==> src/rtl/reset_sequencer.sv <==
`timescale 1ns/1ps
// ---------------------------------------------------------------------------
// reset_sequencer
//
// Purpose: releases NUM_CH reset channels one after another once the global
// reset rst has been removed. rst deassertion is first synchronised to clk
// through a SYNC_STAGES-deep flop chain. All channels are then held for
// HOLD_MIN cycles, after which channel 0 is released, then channel 1 STAGGER
// cycles later, and so on in ascending order. seq_done rises one cycle after
// the last channel is released. Assertion of rst is asynchronous: every
// channel re-asserts immediately, without waiting for a clock edge.
//
// Optional feature, macro RST_SEQ_SW_RESET_EN: adds sw_rst_req, a
// level-sensitive software reset. It re-asserts all channels and restarts
// the sequence from HOLD (the synchroniser stage is not revisited). It is
// ignored while the block is still in SYNC.
//
// Parameters:
//   NUM_CH      number of reset channels (1..32)
//   SYNC_STAGES depth of the deassertion synchroniser (2..4)
//   HOLD_MIN    cycles all channels stay asserted after synchronisation (1..1023)
//   STAGGER     cycles between release of consecutive channels (1..255)
//
// Ports:
//   clk          clock, rising edge
//   rst          asynchronous active-high reset
//   sw_rst_req   software reset request (only with RST_SEQ_SW_RESET_EN)
//   reset_out    per-channel reset, active-high, registered
//   reset_out_n  per-channel reset, active-low, registered (~reset_out)
//   seq_done     high once every channel has been released, registered
// ---------------------------------------------------------------------------
module reset_sequencer #(
    parameter int NUM_CH      = 4,
    parameter int SYNC_STAGES = 2,
    parameter int HOLD_MIN    = 16,
    parameter int STAGGER     = 8
) (
    input  logic              clk,
    input  logic              rst,
`ifdef RST_SEQ_SW_RESET_EN
    input  logic              sw_rst_req,
`endif
    output logic [NUM_CH-1:0] reset_out,
    output logic [NUM_CH-1:0] reset_out_n,
    output logic              seq_done
);

    // One counter serves both the hold and the stagger phases; it only ever
    // counts up to (max count - 1), so $clog2 of the max count never wraps.
    localparam int CNT_MAX = (HOLD_MIN > STAGGER) ? HOLD_MIN : STAGGER;
    localparam int CNT_W   = (CNT_MAX > 1) ? $clog2(CNT_MAX) : 1;

    localparam logic [CNT_W-1:0] HOLD_LAST = CNT_W'(HOLD_MIN - 1);
    localparam logic [CNT_W-1:0] STAG_LAST = CNT_W'(STAGGER - 1);

    typedef enum logic [1:0] {
        SYNC    = 2'd0,
        HOLD    = 2'd1,
        RELEASE = 2'd2,
        DONE    = 2'd3
    } state_t;

    state_t                 state;
    logic [SYNC_STAGES-1:0] sync_ff;
    logic [CNT_W-1:0]       cnt;

    // Deassertion synchroniser: set asynchronously by rst, shifts zeros in
    // from bit 0 on each edge once rst is low.
    always_ff @(posedge clk or posedge rst) begin
        if (rst) begin
            sync_ff <= '1;
        end else begin
            sync_ff <= {sync_ff[SYNC_STAGES-2:0], 1'b0};
        end
    end

    // Sequencing FSM. reset_out holds a contiguous block of ones at the top;
    // each release shifts one zero in from bit 0, which enforces the
    // ascending release order and makes "all released" simply reset_out==0.
    always_ff @(posedge clk or posedge rst) begin
        if (rst) begin
            state       <= SYNC;
            cnt         <= '0;
            reset_out   <= '1;
            reset_out_n <= '0;
            seq_done    <= 1'b0;
        end else begin
`ifdef RST_SEQ_SW_RESET_EN
            // A held request keeps reloading HOLD with cnt=0, so the hold
            // count effectively starts on the first edge with the request low.
            if (sw_rst_req && (state != SYNC)) begin
                state       <= HOLD;
                cnt         <= '0;
                reset_out   <= '1;
                reset_out_n <= '0;
                seq_done    <= 1'b0;
            end else
`endif
            begin
                case (state)
                    SYNC: begin
                        // Leave on the edge where the synchroniser output
                        // falls: output still high, its predecessor already low.
                        if (sync_ff[SYNC_STAGES-1] && !sync_ff[SYNC_STAGES-2]) begin
                            state <= HOLD;
                            cnt   <= '0;
                        end
                    end
                    HOLD: begin
                        if (cnt == HOLD_LAST) begin
                            cnt         <= '0;
                            reset_out   <= reset_out << 1;
                            reset_out_n <= ~(reset_out << 1);
                            state       <= RELEASE;
                        end else begin
                            cnt <= cnt + CNT_W'(1);
                        end
                    end
                    RELEASE: begin
                        // Checked first so a single channel goes straight
                        // to DONE with no stagger wait.
                        if (reset_out == '0) begin
                            state    <= DONE;
                            seq_done <= 1'b1;
                        end else if (cnt == STAG_LAST) begin
                            cnt         <= '0;
                            reset_out   <= reset_out << 1;
                            reset_out_n <= ~(reset_out << 1);
                        end else begin
                            cnt <= cnt + CNT_W'(1);
                        end
                    end
                    DONE: begin
                        state <= DONE;
                    end
                    default: begin
                        state <= SYNC;
                    end
                endcase
            end
        end
    end

endmodule

==> config.mk <==
export PLATFORM = sky130hd
export DESIGN_NAME = reset_sequencer
export DESIGN_NICKNAME = d
export VERILOG_FILES = /design/src/rtl/reset_sequencer.sv
export SDC_FILE = /design/constraint.sdc
export NUM_CORES = 1
export LEC_CHECK = 0
export CORE_MARGIN = 2
export CORE_UTILIZATION = 47
export CTS_BUF_LIST = sky130_fd_sc_hd__clkbuf_8 sky130_fd_sc_hd__clkbuf_16
export DETAILED_ROUTE_END_ITERATION = 6
export PLACE_DENSITY = 0.72
export SLEW_MARGIN = 25
export SYNTH_ARGS = -nofsm -noshare
export SYNTH_HDL_FRONTEND = slang
export SYNTH_SLANG_ARGS = --single-unit
==> constraint.sdc <==
create_clock -name clk -period 1.5 [get_ports clk]
set_input_delay 0.225 -clock clk [delete_from_list [all_inputs] [get_ports clk]]
set_output_delay 0.225 -clock clk [all_outputs]
set_load 0.05 [all_outputs]
==> flow_metrics.py <==
metrics = {
    "finish": {
        "ff_latch_area_um2": 444,
        "syn_to_final_growth_pct": 50.1,
        "drive_gt1_frac": 0.556,
        "fin_nets": 108,
        "fillers": 105,
        "diodes": 0,
        "multiInputGateArea_um2": 419,
    },
    "placed_design": {
        "port_buffers": 10,
        "gp_congestion": 0.786,
        "place_ws_ps": -240,
        "hpwl_mm": 1.21,
    },
    "status": {
        "violations": "setup timing",
        "status": "finished with violations",
    },
    "sta": {
        "timing.final.crit_period_ps": 1660,
        "hold_viol": 0,
        "grt_setup_unrepaired": "true",
        "setup_viol": 11,
        "fin_crit_sh": 1.11,
        "skew_ps": 1.45,
        "timing.fmax_mhz": 603,
        "finalMaxSlewViolations": 0,
        "worst_slack_ps": -159,
        "holdWs_ps": 279,
    },
    "detailed_routing": {
        "wire_per_inst_um": 14.2,
        "drc": 0,
        "ant_nets": 0,
        "vias": 593,
        "dr.pass1.iters": 4,
        "viasPerCell": 4.78,
        "drtIter0Drc": 8,
        "finalWirelength_mm": 1.76,
    },
    "critical_path": {
        "r2r-start": "state[0]",
        "path_cells": "inv_2, buf_6, ha_4, a221oi_4, or3b_4, mux2i_1",
        "endpoint_kind": "flip-flop",
        "cpLargestDelayFamily": "simple AND/OR/NAND/NOR gates",
        "r2r_setup_slack_ps": -160,
        "worstSetupPathType": "flip-flop to flip-flop",
        "worstRegToRegCells": 6,
        "cp_max_fo": 4,
        "critPathSlowestCell": "or3b_4",
        "timing.rr.end": "cnt[0]",
        "critPathArrivalTime_ps": 1840,
        "crit_required_ps": 1680,
        "crit_buf_inv": 2,
        "start_kind": "flip-flop",
        "critPathMaxStageDelay_ps": 430,
    },
    "floorplan": {
        "num_io_pins": 11,
        "die_x_um": 46.2,
        "core_area_um2": 1710,
        "die_y_um": 46.2,
        "start_util": 0.491,
        "die-area_um2": 2140,
        "rows": 15,
    },
    "cts": {
        "htree_levels": 1,
        "clock_path_buffers": 2,
        "worstSkewPairLatency_ps": 250,
        "tritoncts": "yes",
        "path_clk_slew_ps": 60,
        "cts-root-buf": "clkbuf_8",
        "cts_sinks": 17,
        "hold_buffers": 0,
        "cts-buffers-inserted": 3,
    },
    "logic_synthesis": {
        "synthDistinctLibCells": 25,
        "synth_ff_type": "dfrtp_1",
        "synth_seq_cells": 17,
        "avgSynthCellArea_um2": 12.7,
        "ys_warn_count": 0,
        "synthTopCellsByArea": "dfrtp_1 33%, dfstp_2 19%, ha_1 9.0%",
        "syn_inst": 66,
        "yosys.area.top_type": "dfrtp_1",
        "ys_seq_area_frac": 0.516,
        "netlist_area_um2": 838,
        "yosysMostFrequentCell": "dfrtp_1",
        "synth_edf_count": 0,
        "synth_top_area_frac": 0.328,
        "synthTopCellsByCount": "11 x dfrtp_1, 8 x inv_1, 6 x dfstp_2, 6 x ha_1, 6 x mux2i_1",
        "syn_nets": 74,
        "async_flop_share": 1.00,
    },
    "global_routing": {
        "track_usage": 0.201,
        "top_usage_layer": "met2",
        "grt.met2_usage": 0.367,
        "met3_usage": 0.0510,
        "first_global_vias": 661,
        "overflow": 0,
        "grt_pass1_wl_mm": 2.86,
        "antenna_found_initial": 0,
        "grt_max_degree": 18,
        "grtUsageMet1": 0.200,
    },
    "power": {
        "p_leak_nw": 0.594,
        "ir_drop_mv": 0.752,
        "power_mw": 1.58,
        "power_density_nw_per_um2": 1260,
    },
    "hold_path": {
        "hold_path.class": "primary input to asynchronous set/reset pin",
    },
    "run": {
        "drv_cap": 0,
    },
}
## cell usage in the layout, fill, tap and decap left out
master           synthesis  routed
a221oi_4                 1       1
nand3_1                  1       1
ha_4                     0       1
buf_4                    0      22
nand2b_1                 4       4
buf_12                   0       4
and2_1                   1       1
nor4_4                   1       1
o2111ai_1                1       1
o31ai_1                  1       1
nand2_2                  0       1
ha_1                     6       3
inv_1                    8       7
o21ai_1                  0       3
clkdlybuf4s50_1          0       1
and3_1                   2       1
dfrtp_1                 11      11
mux2i_1                  6       6
o211ai_4                 0       1
a21oi_2                  0       1
clkbuf_8                 0       3
o2bb2ai_2                0       2
dfstp_2                  6       3
and3_2                   0       1
nor3b_1                  1       1
ha_2                     0       2
conb_1                   1       1
o22ai_1                  1       1
a22o_1                   1       1
inv_2                    0       2
dfstp_4                  0       3
or3b_4                   0       1
buf_6                    0       3
mux2_2                   3       3
## power breakdown
group          switching [mW]  leakage (nW)  internal, mW  total, mW
logic                   0.335         0.363         0.374      0.709
registers              0.0366         0.204         0.502      0.539
clock network           0.153        0.0269         0.182      0.334
## registers in the layout, summed over array words and instances (netlist names)
| name | flops |
|---|---|
| reset_out_n | 4 |
| reset_out | 4 |
| sync_ff | 2 |
| state | 2 |
| seq_done | 1 |
| cnt | 4 |
## kinds of logic (layout without fill, tap and decap cells)
group / after synthesis / after routing / share of synthesized area
DFF: 17 / 17 / 0.516
other: 1 / 1 / 0.00447
and+or+nand+nor: 12 / 12 / 0.107
muxes: 9 / 9 / 0.112
buffers and inverters: 9 / 42 / 0.0418
adders and majority gates: 6 / 6 / 0.0895
AOI/OAI and AO/OA: 12 / 12 / 0.128
## what timing repair did
| action | in CTS | in global routing |
|---|---|---|
| pin swaps | 3 | 3 |
| setup buffers | 1 | 3 |
| setup endpoints to repair | 14 | 13 |
| resized for setup | 16 | 3 |
## worst max path at each step
stage	from	endpoint	slack [ps]	cells past startpoint
after floorplan	reset_out[1]	cnt[0]	-210	4
after global placement	state[0]	cnt[0]	-200	6
after detailed placement	state[0]	cnt[3]	-240	6
after CTS	reset_out[1]	cnt[0]	-140	4
after global routing	state[0]	cnt[0]	-210	6
final	state[0]	cnt[0]	-160	6
## stage by stage
step	cell area, µm²	cells	setup TNS, ps	utilization
floorplan	852	66	-1330	-
global placement	1130	117	-1090	0.662
detailed placement	1130	117	-1850	0.662
CTS	1230	122	-965	0.719
global route	1260	124	-1830	0.737
finish	1260	124	-1140	0.737
## worst register-to-register path, delay by kind of cell (launching register included)
kind | cells | cell delay, ps
buffers and inverters | 2 | 180
DFF | 1 | 390
adders and majority gates | 1 | 160
muxes | 1 | 130
and+or+nand+nor | 1 | 430
AOI/OAI and AO/OA | 1 | 300
## per-layer routing
layer	wire (µm)	up-vias
li1	-	294
met1	694	284
met2	992	10
met3	40	5
met4	36	0
met5	0	-
## layout make-up
class / instances / area share
clock buffers: 3 / 0.0328
clock inverters: 1 / 0.00298
inverters: 8 / 0.0239
multi-input cells: 40 / 0.333
flip-flops and latches: 17 / 0.353
well taps: 25 / 0.0249
repair buffers: 30 / 0.230
Power figures use the tool's default switching activity.
